`src/rtl/cpu_seq_if.sv`:
```
// Bus bundle between the multi-cycle sequencer and its datapath/memory.
// The master modport is the sequencer side; slave is the datapath/environment side.
interface cpu_seq_if;
  logic [7:0] instruction;
  logic       mem_ready;
  logic       halt_req;
  logic       PCWrite;
  logic       IRWrite;
  logic       ALUSrc;
  logic       MemRead;
  logic       MemWrite;
  logic       RegWrite;
  logic       MemtoReg;
  logic       Jump;
  logic [2:0] state;
  logic       halted;
  logic [7:0] instr_count;
  logic       err;

  modport master (
    input  instruction, mem_ready, halt_req,
    output PCWrite, IRWrite, ALUSrc, MemRead, MemWrite, RegWrite, MemtoReg, Jump,
    output state, halted, instr_count, err
  );

  modport slave (
    output instruction, mem_ready, halt_req,
    input  PCWrite, IRWrite, ALUSrc, MemRead, MemWrite, RegWrite, MemtoReg, Jump,
    input  state, halted, instr_count, err
  );
endinterface

```
`src/rtl/cpu_seq.sv`:
```
// Multi-cycle CPU control sequencer (Moore): FETCH/DECODE/EXEC/MEM/WB with halt support.
// Optional memory timeout enabled by defining CPU_SEQ_TIMEOUT_EN.
module cpu_seq (
  input  logic      clk,
  input  logic      reset,
  cpu_seq_if.master bus
);
  localparam int unsigned StateW = 3;
  localparam int unsigned OpW    = 2;
  localparam int unsigned CntW   = 8;

  localparam logic [OpW-1:0] OP_ALU   = 2'b00;
  localparam logic [OpW-1:0] OP_LOAD  = 2'b01;
  localparam logic [OpW-1:0] OP_STORE = 2'b10;
  localparam logic [OpW-1:0] OP_JUMP  = 2'b11;

  typedef enum logic [StateW-1:0] {
    IDLE   = 3'd0,
    FETCH  = 3'd1,
    DECODE = 3'd2,
    EXEC   = 3'd3,
    MEM    = 3'd4,
    WB     = 3'd5,
    HALT   = 3'd6
  } state_e;

  state_e          state_q, state_d;
  logic [OpW-1:0]  opcode_q, opcode_d;
  logic [CntW-1:0] count_q, count_d;
  logic            retire;
  logic            err_c;

  logic pc_write_q, pc_write_d;
  logic ir_write_q, ir_write_d;
  logic alu_src_q, alu_src_d;
  logic mem_read_q, mem_read_d;
  logic mem_write_q, mem_write_d;
  logic reg_write_q, reg_write_d;
  logic mem_to_reg_q, mem_to_reg_d;
  logic jump_q, jump_d;
  logic halted_q, halted_d;

`ifdef CPU_SEQ_TIMEOUT_EN
  localparam int unsigned WaitW = 4;
  localparam logic [WaitW-1:0] WaitMax = '1;
  logic [WaitW-1:0] wait_q, wait_d;
  logic             err_q, err_d;
  assign err_c = err_q;
`else
  assign err_c = 1'b0;
`endif

  // Only the opcode field of the instruction steers sequencing.
  logic instr_unused;
  assign instr_unused = ^bus.instruction[5:0];

  // Next-state, retire accounting and registered control decode of the next state.
  always_comb begin
    state_d  = state_q;
    opcode_d = opcode_q;
    count_d  = count_q;
    retire   = 1'b0;
`ifdef CPU_SEQ_TIMEOUT_EN
    wait_d   = wait_q;
    err_d    = err_q;
`endif
    pc_write_d   = 1'b0;
    ir_write_d   = 1'b0;
    alu_src_d    = 1'b0;
    mem_read_d   = 1'b0;
    mem_write_d  = 1'b0;
    reg_write_d  = 1'b0;
    mem_to_reg_d = 1'b0;
    jump_d       = 1'b0;
    halted_d     = 1'b0;

    case (state_q)
      IDLE:   state_d = bus.halt_req ? HALT : FETCH;
      FETCH:  state_d = DECODE;
      DECODE: begin
        state_d  = EXEC;
        opcode_d = bus.instruction[7:6];
      end
      EXEC: begin
        case (opcode_q)
          OP_ALU:  state_d = WB;
          OP_JUMP: retire  = 1'b1;
          default: state_d = MEM;
        endcase
`ifdef CPU_SEQ_TIMEOUT_EN
        wait_d = '0;
`endif
      end
      MEM: begin
        if (bus.mem_ready) begin
          if (opcode_q == OP_LOAD) state_d = WB;
          else                     retire  = 1'b1;
        end
`ifdef CPU_SEQ_TIMEOUT_EN
        else if (wait_q == WaitMax) begin
          // Timed-out access parks in HALT without retiring; only reset recovers.
          state_d = HALT;
          err_d   = 1'b1;
        end else begin
          wait_d = wait_q + 4'd1;
        end
`endif
      end
      WB:     retire = 1'b1;
      HALT:   if (!bus.halt_req && !err_c) state_d = FETCH;
      default: state_d = IDLE;
    endcase

    if (retire) begin
      state_d = bus.halt_req ? HALT : FETCH;
      count_d = count_q + 8'd1;
    end

    case (state_d)
      FETCH: begin
        pc_write_d = 1'b1;
        ir_write_d = 1'b1;
      end
      EXEC: begin
        alu_src_d  = (opcode_d == OP_LOAD) || (opcode_d == OP_STORE);
        jump_d     = (opcode_d == OP_JUMP);
        pc_write_d = (opcode_d == OP_JUMP);
      end
      MEM: begin
        mem_read_d  = (opcode_d == OP_LOAD);
        mem_write_d = (opcode_d == OP_STORE);
      end
      WB: begin
        reg_write_d  = 1'b1;
        mem_to_reg_d = (opcode_d == OP_LOAD);
      end
      HALT:    halted_d = 1'b1;
      default: ;
    endcase
  end

  // State and output registers; reset clears everything, including mid-access.
  always_ff @(posedge clk or negedge reset) begin
    if (!reset) begin
      state_q      <= IDLE;
      opcode_q     <= OP_ALU;
      count_q      <= '0;
      pc_write_q   <= 1'b0;
      ir_write_q   <= 1'b0;
      alu_src_q    <= 1'b0;
      mem_read_q   <= 1'b0;
      mem_write_q  <= 1'b0;
      reg_write_q  <= 1'b0;
      mem_to_reg_q <= 1'b0;
      jump_q       <= 1'b0;
      halted_q     <= 1'b0;
    end else begin
      state_q      <= state_d;
      opcode_q     <= opcode_d;
      count_q      <= count_d;
      pc_write_q   <= pc_write_d;
      ir_write_q   <= ir_write_d;
      alu_src_q    <= alu_src_d;
      mem_read_q   <= mem_read_d;
      mem_write_q  <= mem_write_d;
      reg_write_q  <= reg_write_d;
      mem_to_reg_q <= mem_to_reg_d;
      jump_q       <= jump_d;
      halted_q     <= halted_d;
    end
  end

`ifdef CPU_SEQ_TIMEOUT_EN
  always_ff @(posedge clk or negedge reset) begin
    if (!reset) begin
      wait_q <= '0;
      err_q  <= 1'b0;
    end else begin
      wait_q <= wait_d;
      err_q  <= err_d;
    end
  end
`endif

  assign bus.PCWrite     = pc_write_q;
  assign bus.IRWrite     = ir_write_q;
  assign bus.ALUSrc      = alu_src_q;
  assign bus.MemRead     = mem_read_q;
  assign bus.MemWrite    = mem_write_q;
  assign bus.RegWrite    = reg_write_q;
  assign bus.MemtoReg    = mem_to_reg_q;
  assign bus.Jump        = jump_q;
  assign bus.state       = state_q;
  assign bus.halted      = halted_q;
  assign bus.instr_count = count_q;
  assign bus.err         = err_c;
endmodule

```
`src/flat_wrapper.sv`:
```
// flat-port wrapper written by rule: the top's interface ports become plain ports
module cpu_seq_flat 
  (clk, reset, bus_instruction, bus_mem_ready, bus_halt_req, bus_PCWrite, bus_IRWrite, bus_ALUSrc, bus_MemRead, bus_MemWrite, bus_RegWrite, bus_MemtoReg, bus_Jump, bus_state, bus_halted, bus_instr_count, bus_err);
  cpu_seq_if bus_i ();
  input  logic clk;
  input  logic reset;
  input wire logic [$bits(bus_i.instruction)-1:0] bus_instruction;
  input wire logic [$bits(bus_i.mem_ready)-1:0] bus_mem_ready;
  input wire logic [$bits(bus_i.halt_req)-1:0] bus_halt_req;
  output wire logic [$bits(bus_i.PCWrite)-1:0] bus_PCWrite;
  output wire logic [$bits(bus_i.IRWrite)-1:0] bus_IRWrite;
  output wire logic [$bits(bus_i.ALUSrc)-1:0] bus_ALUSrc;
  output wire logic [$bits(bus_i.MemRead)-1:0] bus_MemRead;
  output wire logic [$bits(bus_i.MemWrite)-1:0] bus_MemWrite;
  output wire logic [$bits(bus_i.RegWrite)-1:0] bus_RegWrite;
  output wire logic [$bits(bus_i.MemtoReg)-1:0] bus_MemtoReg;
  output wire logic [$bits(bus_i.Jump)-1:0] bus_Jump;
  output wire logic [$bits(bus_i.state)-1:0] bus_state;
  output wire logic [$bits(bus_i.halted)-1:0] bus_halted;
  output wire logic [$bits(bus_i.instr_count)-1:0] bus_instr_count;
  output wire logic [$bits(bus_i.err)-1:0] bus_err;
  assign bus_i.instruction = bus_instruction;
  assign bus_i.mem_ready = bus_mem_ready;
  assign bus_i.halt_req = bus_halt_req;
  assign bus_PCWrite = bus_i.PCWrite;
  assign bus_IRWrite = bus_i.IRWrite;
  assign bus_ALUSrc = bus_i.ALUSrc;
  assign bus_MemRead = bus_i.MemRead;
  assign bus_MemWrite = bus_i.MemWrite;
  assign bus_RegWrite = bus_i.RegWrite;
  assign bus_MemtoReg = bus_i.MemtoReg;
  assign bus_Jump = bus_i.Jump;
  assign bus_state = bus_i.state;
  assign bus_halted = bus_i.halted;
  assign bus_instr_count = bus_i.instr_count;
  assign bus_err = bus_i.err;
  cpu_seq u_core (.clk(clk), .reset(reset), .bus(bus_i));
endmodule
```
`config.mk`:
```
export PLATFORM = sky130hd
export DESIGN_NAME = cpu_seq_flat
export DESIGN_NICKNAME = d
export VERILOG_FILES = /design/src/rtl/cpu_seq_if.sv /design/src/rtl/cpu_seq.sv /design/src/flat_wrapper.sv
export SDC_FILE = /design/constraint.sdc
export NUM_CORES = 1
export LEC_CHECK = 0
export ABC_AREA = 1
export CORE_AREA = 8 8 61 63
export CTS_BUF_LIST = sky130_fd_sc_hd__clkbuf_16
export DETAILED_ROUTE_END_ITERATION = 10
export DIE_AREA = 0 0 69 71
export PLACE_DENSITY_LB_ADDON = 0.05
export SLEW_MARGIN = 0
export SYNTH_ARGS = -nofsm -noshare
export SYNTH_HDL_FRONTEND = slang
export SYNTH_SLANG_ARGS = --single-unit
```
`constraint.sdc`:
```
create_clock -name clk -period 3.6 [get_ports clk]
set_input_delay 0.54 -clock clk [delete_from_list [all_inputs] [get_ports clk]]
set_output_delay 0.54 -clock clk [all_outputs]
set_load 0.02 [all_outputs]
```
# --- Word level (Yosys, flattened, before mapping) ---
# Index checks and enable logic that the tools add are counted.
op_classes:
  n_eq_ne: 16
  addsub: 1
  muxes: 21
  reduce_logical: 3
op_table:
  columns: ["operator", "n"]
  rows:
  - ["$pmux 3 s7", 1]
  - ["$eq 3x3->1 const B", 6]
  - ["$mux 3", 5]
  - ["$mux 1", 11]
  - ["$eq 3x2->1 const B", 3]
  - ["$add 8x1->8 const B", 1]
  - ["$eq 2x2->1 const B", 3]
  - ["$eq 3x1->1 const B", 2]
  - ["$pmux 3 s2", 1]
  - ["$eq 2x1->1 const B", 2]
  - ["$logic_not 3->1", 1]
  - ["$pmux 1 s3", 1]
  - ["$logic_not 2->1", 1]
  - ["$mux 2", 1]
  - ["$pmux 1 s2", 1]
  - ["$logic_or 1x1->1", 1]
word_totals:
  in_bits: 12
  elab_cells: 53
  ff_bits: 22

# --- Longest topological paths before layout ---
depth:
  depth_word: 7
  depth_mapped: 11

# --- Worst setup path before layout ---
# Ideal clock, no wire load.
synth_path:
  path_type: "reg-to-reg"
  start: "reg u_core.state_q[0] (netlist: u_core.bus.state[0])"
  end: "reg u_core.pc_write_q (netlist: u_core.bus.PCWrite)"
  period_less_slack_ns: 1.578
  t_arrival_ns: 1.460
  stages_incl_launch_ff: 9
  path_slack_ns: 2.022
  required_ns: 3.482
  path_cell_list: "dfrtp_1 -> buf_6 -> inv_1 -> nand3_2 -> o21ai_0 -> inv_1 -> ha_1 -> nand4_1 -> nand2_1"
synth_between:
  elab_cells_between_ends: 19
synth_rtl:
  columns: ["item", "line_no", "text"]
  rows:
  - ["start, declared", "cpu_seq.sv:27", "state_e state_q, state_d;"]
  - ["start signal, assigned", "cpu_seq.sv:158", "state_q <= state_d;"]
  - ["$eq 3x2->1", "cpu_seq.sv:77", "case (state_q)"]
  - ["$mux 2", "cpu_seq.sv:77", null]
  - ["net u_core.opcode_d[0]", "cpu_seq.sv:28", "logic [OpW-1:0] opcode_q, opcode_d;"]
  - ["$eq 2x2->1", "cpu_seq.sv:127", "pc_write_d = (opcode_d == OP_JUMP);"]
  - ["$pmux 1 s2", "cpu_seq.sv:119", "case (state_d)"]
  - ["net u_core.pc_write_d", "cpu_seq.sv:33", "logic pc_write_q, pc_write_d;"]
  - ["end signal, assigned", "cpu_seq.sv:161", "pc_write_q <= pc_write_d;"]
  - ["end, declared", "cpu_seq.sv:33", null]
# The timed path passes the listed nets, and every way through them passes these cells.
# A chain may end at the register's enable or synchronous reset.

# --- Final worst setup path ---
layout_path:
  start: "reg u_core.state_q[1] (netlist: u_core.bus.state[1])"
  end: "out bus_state[1]"
layout_rtl:
  columns: ["item", "line_no", "text"]
  rows:
  - ["end, declared", "flat_wrapper.sv:18", "output wire logic [$bits(bus_i.state)-1:0] bus_state;"]
# No word-level cell between the ends.

==> impl_summary.txt <==
----------------------------------------------------
[Synthesis]
  Main synth FF type ... dfrtp_1
  Number of warnings reported in the yosys synthesis log ... 0
  Share of async-settable or async-resettable flops after synthesis ... 100.0%
  Most frequent cell after synthesis ... nand2_1
  Register area share after synthesis ... 45.79%
  Synth Register Bits ... 22
  Synth area leaders ... dfrtp_1, nand2_1, ha_1
  Mapped cell area ... 0.001202 mm^2
  Syn_area_per_cell ... 8.777 um^2
  Post-synth EDFFs ... 0
  Cell count after synthesis ... 137
  Cell type contributing the most total cell area after synthesis ... dfrtp_1
  Number of nets in the synthesized netlist ... 156
  Top cell type's share of synthesized area ... 45.79%
  Leading post-synthesis cells by instance count ... nand2_1, dfrtp_1, inv_1
  Cell variety after synth ... 24

[Hold path]
  Worst Hold Depth ... 1
  Class of the tightest hold or removal check ... flip-flop to flip-flop
  Hold-critical path endpoint ... u_core.bus.instr_count[7]
  Startpoint of the most critical hold path ... u_core.bus.instr_count[7]

[Clock network]
  Worst skew pair latency ... 0.25 ns
  H-tree levels ... 1
  Clock root buffer ... clkbuf_16
  Count of hold-fix buffers inserted at cts ... 0
  Post-cts resize count ... 0
  Clk buf depth ... 2
  Post-CTS setup buffers ... 0
  CTS tree ... done
  Clock sink count ... 22
  Clock transition time at the flip-flop clock pins of the worst setup and hold paths ... 0.06 ns
  Number of CTS-inserted buffers ... 3

[Worst setup path]
  Depth of the worst register-to-register path ... 7
  Number of buffer and inverter stages on the critical path ... 1
  Critical path class ... flip-flop to primary output
  Critical Path Source Type ... flip-flop
  Flop-to-flop setup slack ... 1.90 ns
  Worst reg2reg path startpoint ... u_core.bus.state[0]
  Reg-to-Reg End ... u_core.bus.PCWrite
  Worst Path Required ... 3.06 ns
  CP Capture Type ... primary output
  Arrival time at the worst endpoint ... 1.56 ns
  Biggest cell delay along the critical path ... 0.69 ns
  Kind of cell with the highest combined delay on the critical path ... buffers and inverters
  Critical path cell sequence ... clkdlybuf4s50_1
  Worst Path Max Fanout ... 11
  CP max-delay cell ... clkdlybuf4s50_1

[GRT]
  Global-route wire length before repair ... 4278 um
  Via count of the first global-routing pass ... 925
  Grt ovf ... 0
  Largest net degree at the start of global routing ... 23
  Initial antenna violation count ... 0
  GRT Total Usage ... 10.33%

[Routing]
  Routed wire per std cell ... 12.10 um
  Initial DRT Pass Iterations ... 6
  Routed wire length ... 2371 um
  Total vias in the final route ... 905
  Antenna violation net count after detailed routing ... 0
  Initial DRC Count ... 16
  DRC violation count after routing ... 0
  Vias per inst ... 4.617

[Floorplan]
  Placement row count ... 20
  Total Die Area ... 0.004899 mm^2
  Top Ports ... 33
  Core box area ... 0.002853 mm^2
  Height of the die ... 71 um
  Effective utilization at floorplan ... 42.15%
  Die width ... 69 um

[Power and ir drop]
  Sequential share of power ... 30.1%
  Internal power of the cells ... 0.0007958 W
  Leakage power ... 0.8027 nW
  Net switching power ... 0.0006585 W
  Power per Cell Area ... 942.7 mW/mm^2
  Share of power burned in the clock network ... 16.2%
  Switching fraction of total power ... 45.28%
  Worst vdd ir ... 0.0004834 V
  Part of the power in combinational logic ... 53.7%

[Finish]
  Number of nets in the final layout ... 183
  Share of final-layout standard cells stronger than drive strength 1 ... 10.43%
  Area of the multi-input gates ... 535.5 um^2
  Area growth from synthesis to final layout ... 28.30%
  Diode insertion count for antenna repair ... 0
  Final-layout fill cell count ... 281
  Final Core Density ... 54.08%
  Area of all sequential standard cells ... 550.5 um^2

[Job]
  Reported max-cap violation count ... 0

[STA]
  Pin slew with the least headroom to its limit ... 1.016 ns
  Clock skew after layout ... 0.004887 ns
  Setup TNS Final ... 0 ns
  Finish-stage setup viols ... 0
  Highest achievable clock rate ... 475.1 MHz
  Worst-case headroom to the max-slew limit ... 32.08%
  Count of final hold-check violations ... 0
  Setup repair after global routing missed its margin ... no
  Max Transition Viols Final ... 0
  Period minus WS final ... 2.105 ns
  Portion of the clock cycle consumed by the worst path in the final layout ... 58.47%

[Place]
  Half-perimeter wire length after detailed placement ... 1881 um
  Count of buffers inserted at the top-level ports ... 25
  Final GP Congestion ... 0.7874

[Run status]
  Run status ... complete, no violations

----------------------------------------------------
-- registers in the layout (all words and copies together) (netlist names) --
register,cells
u_core.bus.MemtoReg,1
u_core.bus.ALUSrc,1
u_core.bus.state,3
u_core.bus.RegWrite,1
u_core.bus.PCWrite,1
u_core.bus.IRWrite,1
u_core.opcode_q,2
u_core.bus.Jump,1
u_core.bus.MemRead,1
u_core.bus.instr_count,8
u_core.bus.halted,1
u_core.bus.MemWrite,1
-- worst max-delay path by stage --
stage | start | end | slack [ns] | cells past startpoint
global route | u_core.bus.state[1] | bus_state[1] | 1.42 | 1
floorplan | u_core.bus.state[0] | u_core.bus.PCWrite | 2.02 | 8
detailed placement | bus_mem_ready | u_core.bus.MemtoReg | 1.65 | 9
finish | u_core.bus.state[1] | bus_state[1] | 1.50 | 1
global placement | bus_mem_ready | u_core.bus.MemtoReg | 1.66 | 9
CTS | u_core.bus.state[1] | bus_state[1] | 1.50 | 1
-- kinds of logic after synthesis --
group,after synthesis,synth area share [%]
AOI/OAI and AO/OA,5,2.290
other,1,0.3119
adders and majority gates,7,7.284
and+or+nand+nor,69,29.55
buffers and inverters,26,9.677
DFF,22,45.79
xor gates and xnor gates,7,5.099
-- final cells by class --
cell class                 instances  area share [%]
timing repair buffer              25           16.22
sequential                        22           35.69
clock inverter                     1          0.2433
inverter                          23           5.596
clock buffer                       3           4.866
multi-input combinational         89           34.71
tap                               33           2.676
-- metal layers --
metal	GRT usage, %	wire (um)
met1	12.86	1150
met2	16.60	1058
met3	3.077	144
met5	0	0
met4	3.417	17
-- stage by stage --
stage               std cells  hold slack [ns]  setup slack (ns)  area (um^2)  total power (W)
global route              196           0.4957             1.423         1543         0.001589
global placement          192           0.4628             1.660         1464         0.001218
detailed placement        192           0.4751             1.648         1464         0.001234
finish                    196           0.4699             1.495         1543         0.001454
CTS                       196           0.4831             1.501         1543         0.001472
floorplan                 137           0.2444             2.022         1202        0.0009834
-- power by group through the flow --
stage / logic [W] / registers, W / clock network [W]
floorplan: 0.000488 / 0.000495 / 0
global placement: 0.000781 / 0.000437 / 0
detailed placement: 0.000792 / 0.000442 / 0
CTS: 0.000795 / 0.000438 / 0.000239
global route: 0.000885 / 0.000455 / 0.000250
finish: 0.000781 / 0.000438 / 0.000235
-- layout by cell type (no fill, tap or decap), types with 2 or more instances in the layout --
| master | count |
|---|---|
| clkbuf_16 | 3 |
| clkdlybuf4s50_1 | 25 |
| dfrtp_1 | 22 |
| ha_1 | 7 |
| inv_1 | 22 |
| nand2_1 | 27 |
| nand2_2 | 5 |
| nand3_1 | 9 |
| nand3_2 | 2 |
| nand4_1 | 4 |
| nor2_1 | 12 |
| nor2_4 | 3 |
| nor3_1 | 2 |
| o21ai_0 | 4 |
| xnor2_1 | 2 |
| xor2_1 | 5 |
(Power assumes the default switching activity.)
==> variant, RTL diff (same flow settings) <==
Add a define of `CPU_SEQ_TIMEOUT_EN`.
--- a/src/rtl/cpu_seq.sv
+++ b/src/rtl/cpu_seq.sv
@@ -1,4 +1,6 @@
 // Multi-cycle CPU control sequencer (Moore): FETCH/DECODE/EXEC/MEM/WB with halt support.
 // Optional memory timeout enabled by defining CPU_SEQ_TIMEOUT_EN.
+`define CPU_SEQ_TIMEOUT_EN
+
 module cpu_seq (
   input  logic      clk,
Function: same outputs for any inputs over 10 cycles, from zero or initial values and one cycle with reset low; that may be too few to reach the edited logic, so the function may still have changed.
==> variant against the original RTL <==
Hold slack better by 5.2 ps. Power up 15%. Design area up 18%. Sequential cell count up 5. Wire length up 32%. Area after synthesis up 21%. Worst setup slack better by 10 ps. Via count up 33%.
==> variant: results (changes against the original RTL) <==
main area contributors after synthesis dfrtp_1, nand2_1, ha_1; r2r setup slk 1880 ps (-20 ps); status finished clean; sequential share of the synthesized area 0.4647 (+0.006860); Syn Nets 193 (+24%); clk_skew 3.482 ps (-1.405 ps); layout cells sized above 1 0.09901 (-0.005285); Via density 5.119 (+11%); Synth Area in Compound Gates 0.04217 (+0.01928); #MultiIn Comb 119 (+34%); synth-to-layout area growth 25.47%; Non-clock buffer share 0.1468 (-0.01543); largest net degree at the start of global routing 28 (+22%); slew of the pin with the lowest slew margin 412.1 ps (-603.5 ps); Starting DRT DRC Count 68 (+52); setup bufs post-CTS 0 (unchanged); Adder-Cell Fraction of Synth Area 0.06885 (-0.003994); Final min period 2095 ps (-10.14 ps); 1st-pass router iterations 4 (-2); maximum vdd drop 617.1 uV (+28%); pre-CTS setup slack 1529 ps (-119.2 ps); CTS Buf Count 3 (unchanged); met3 Use GR 0.03497 (+0.004196); invs w/o clock 25 (+8.7%); GR Util met1 0.1560 (+0.02736); sequential cell area share 0.3704 (+0.01352); GRT Total Usage 0.1362 (+0.03287); Leakage 0.9219 nW (+15%); Post-Synth XOR/XNOR Area 0.03614 (-0.01484); first-pass GRT wire length 5664 um (+32%); hold_ws 475.1 ps (+5.207 ps); post-CTS sizing 0 (unchanged); nets 223 (+22%); Clock-cell share 0.04390 (-0.007199); met2 usage 0.2346 (+0.06865); Non-Filler Instances 235 (+20%); multi-input logic area 665.6 um2 (+24%); routability cong. 0.8493 (+7.9%); post-placement cell area 1744 um2 (+19%); DR WL/cell 13.31 um (+10%); Met3 Wirelength 194 um (+35%); number of global-route vias before repair 1281 (+38%); port bufs 26 (+4.0%); WL met1 1383 um (+20%); non-clock buffer count 27 (+8.0%); max reg flops 8 (unchanged); synth cell count leaders nand2_1, dfrtp_1, inv_1; Mapped Cells 173 (+26%); met2 wire len 1480 um (+40%); Seq cells 27 (+23%)
==> variant: changes by cell type after synthesis, sizes merged, moves of 2 or more <==
cell | unedited run | this run
o21ai | 4 | 7
dfrtp | 22 | 27
a21oi | 0 | 3
inv | 23 | 25
nand3 | 11 | 17
nand2 | 32 | 43
nor3 | 3 | 5
nor2 | 16 | 24
==> variant: power by group <==
part	switching, mW	leakage, nW	total [mW]	internal (mW)
Sequential	0.111	0.344	0.523	0.412
Combinational	0.551	0.537	0.890	0.339
Clock	0.104	0.0409	0.254	0.150
==> variant: path summary, 6_finish.rpt <==
kind,from,endpoint,cells past startpoint
min,u_core.bus.instr_count[7],u_core.bus.instr_count[7],1
max,u_core.bus.state[2],bus_state[2],1
min in group asynchronous,reset,u_core.wait_q[0],2
min reg2reg,u_core.bus.instr_count[7],u_core.bus.instr_count[7],1
max reg2reg,u_core.bus.state[0],u_core.bus.PCWrite,7
max in group asynchronous,reset,u_core.bus.ALUSrc,2
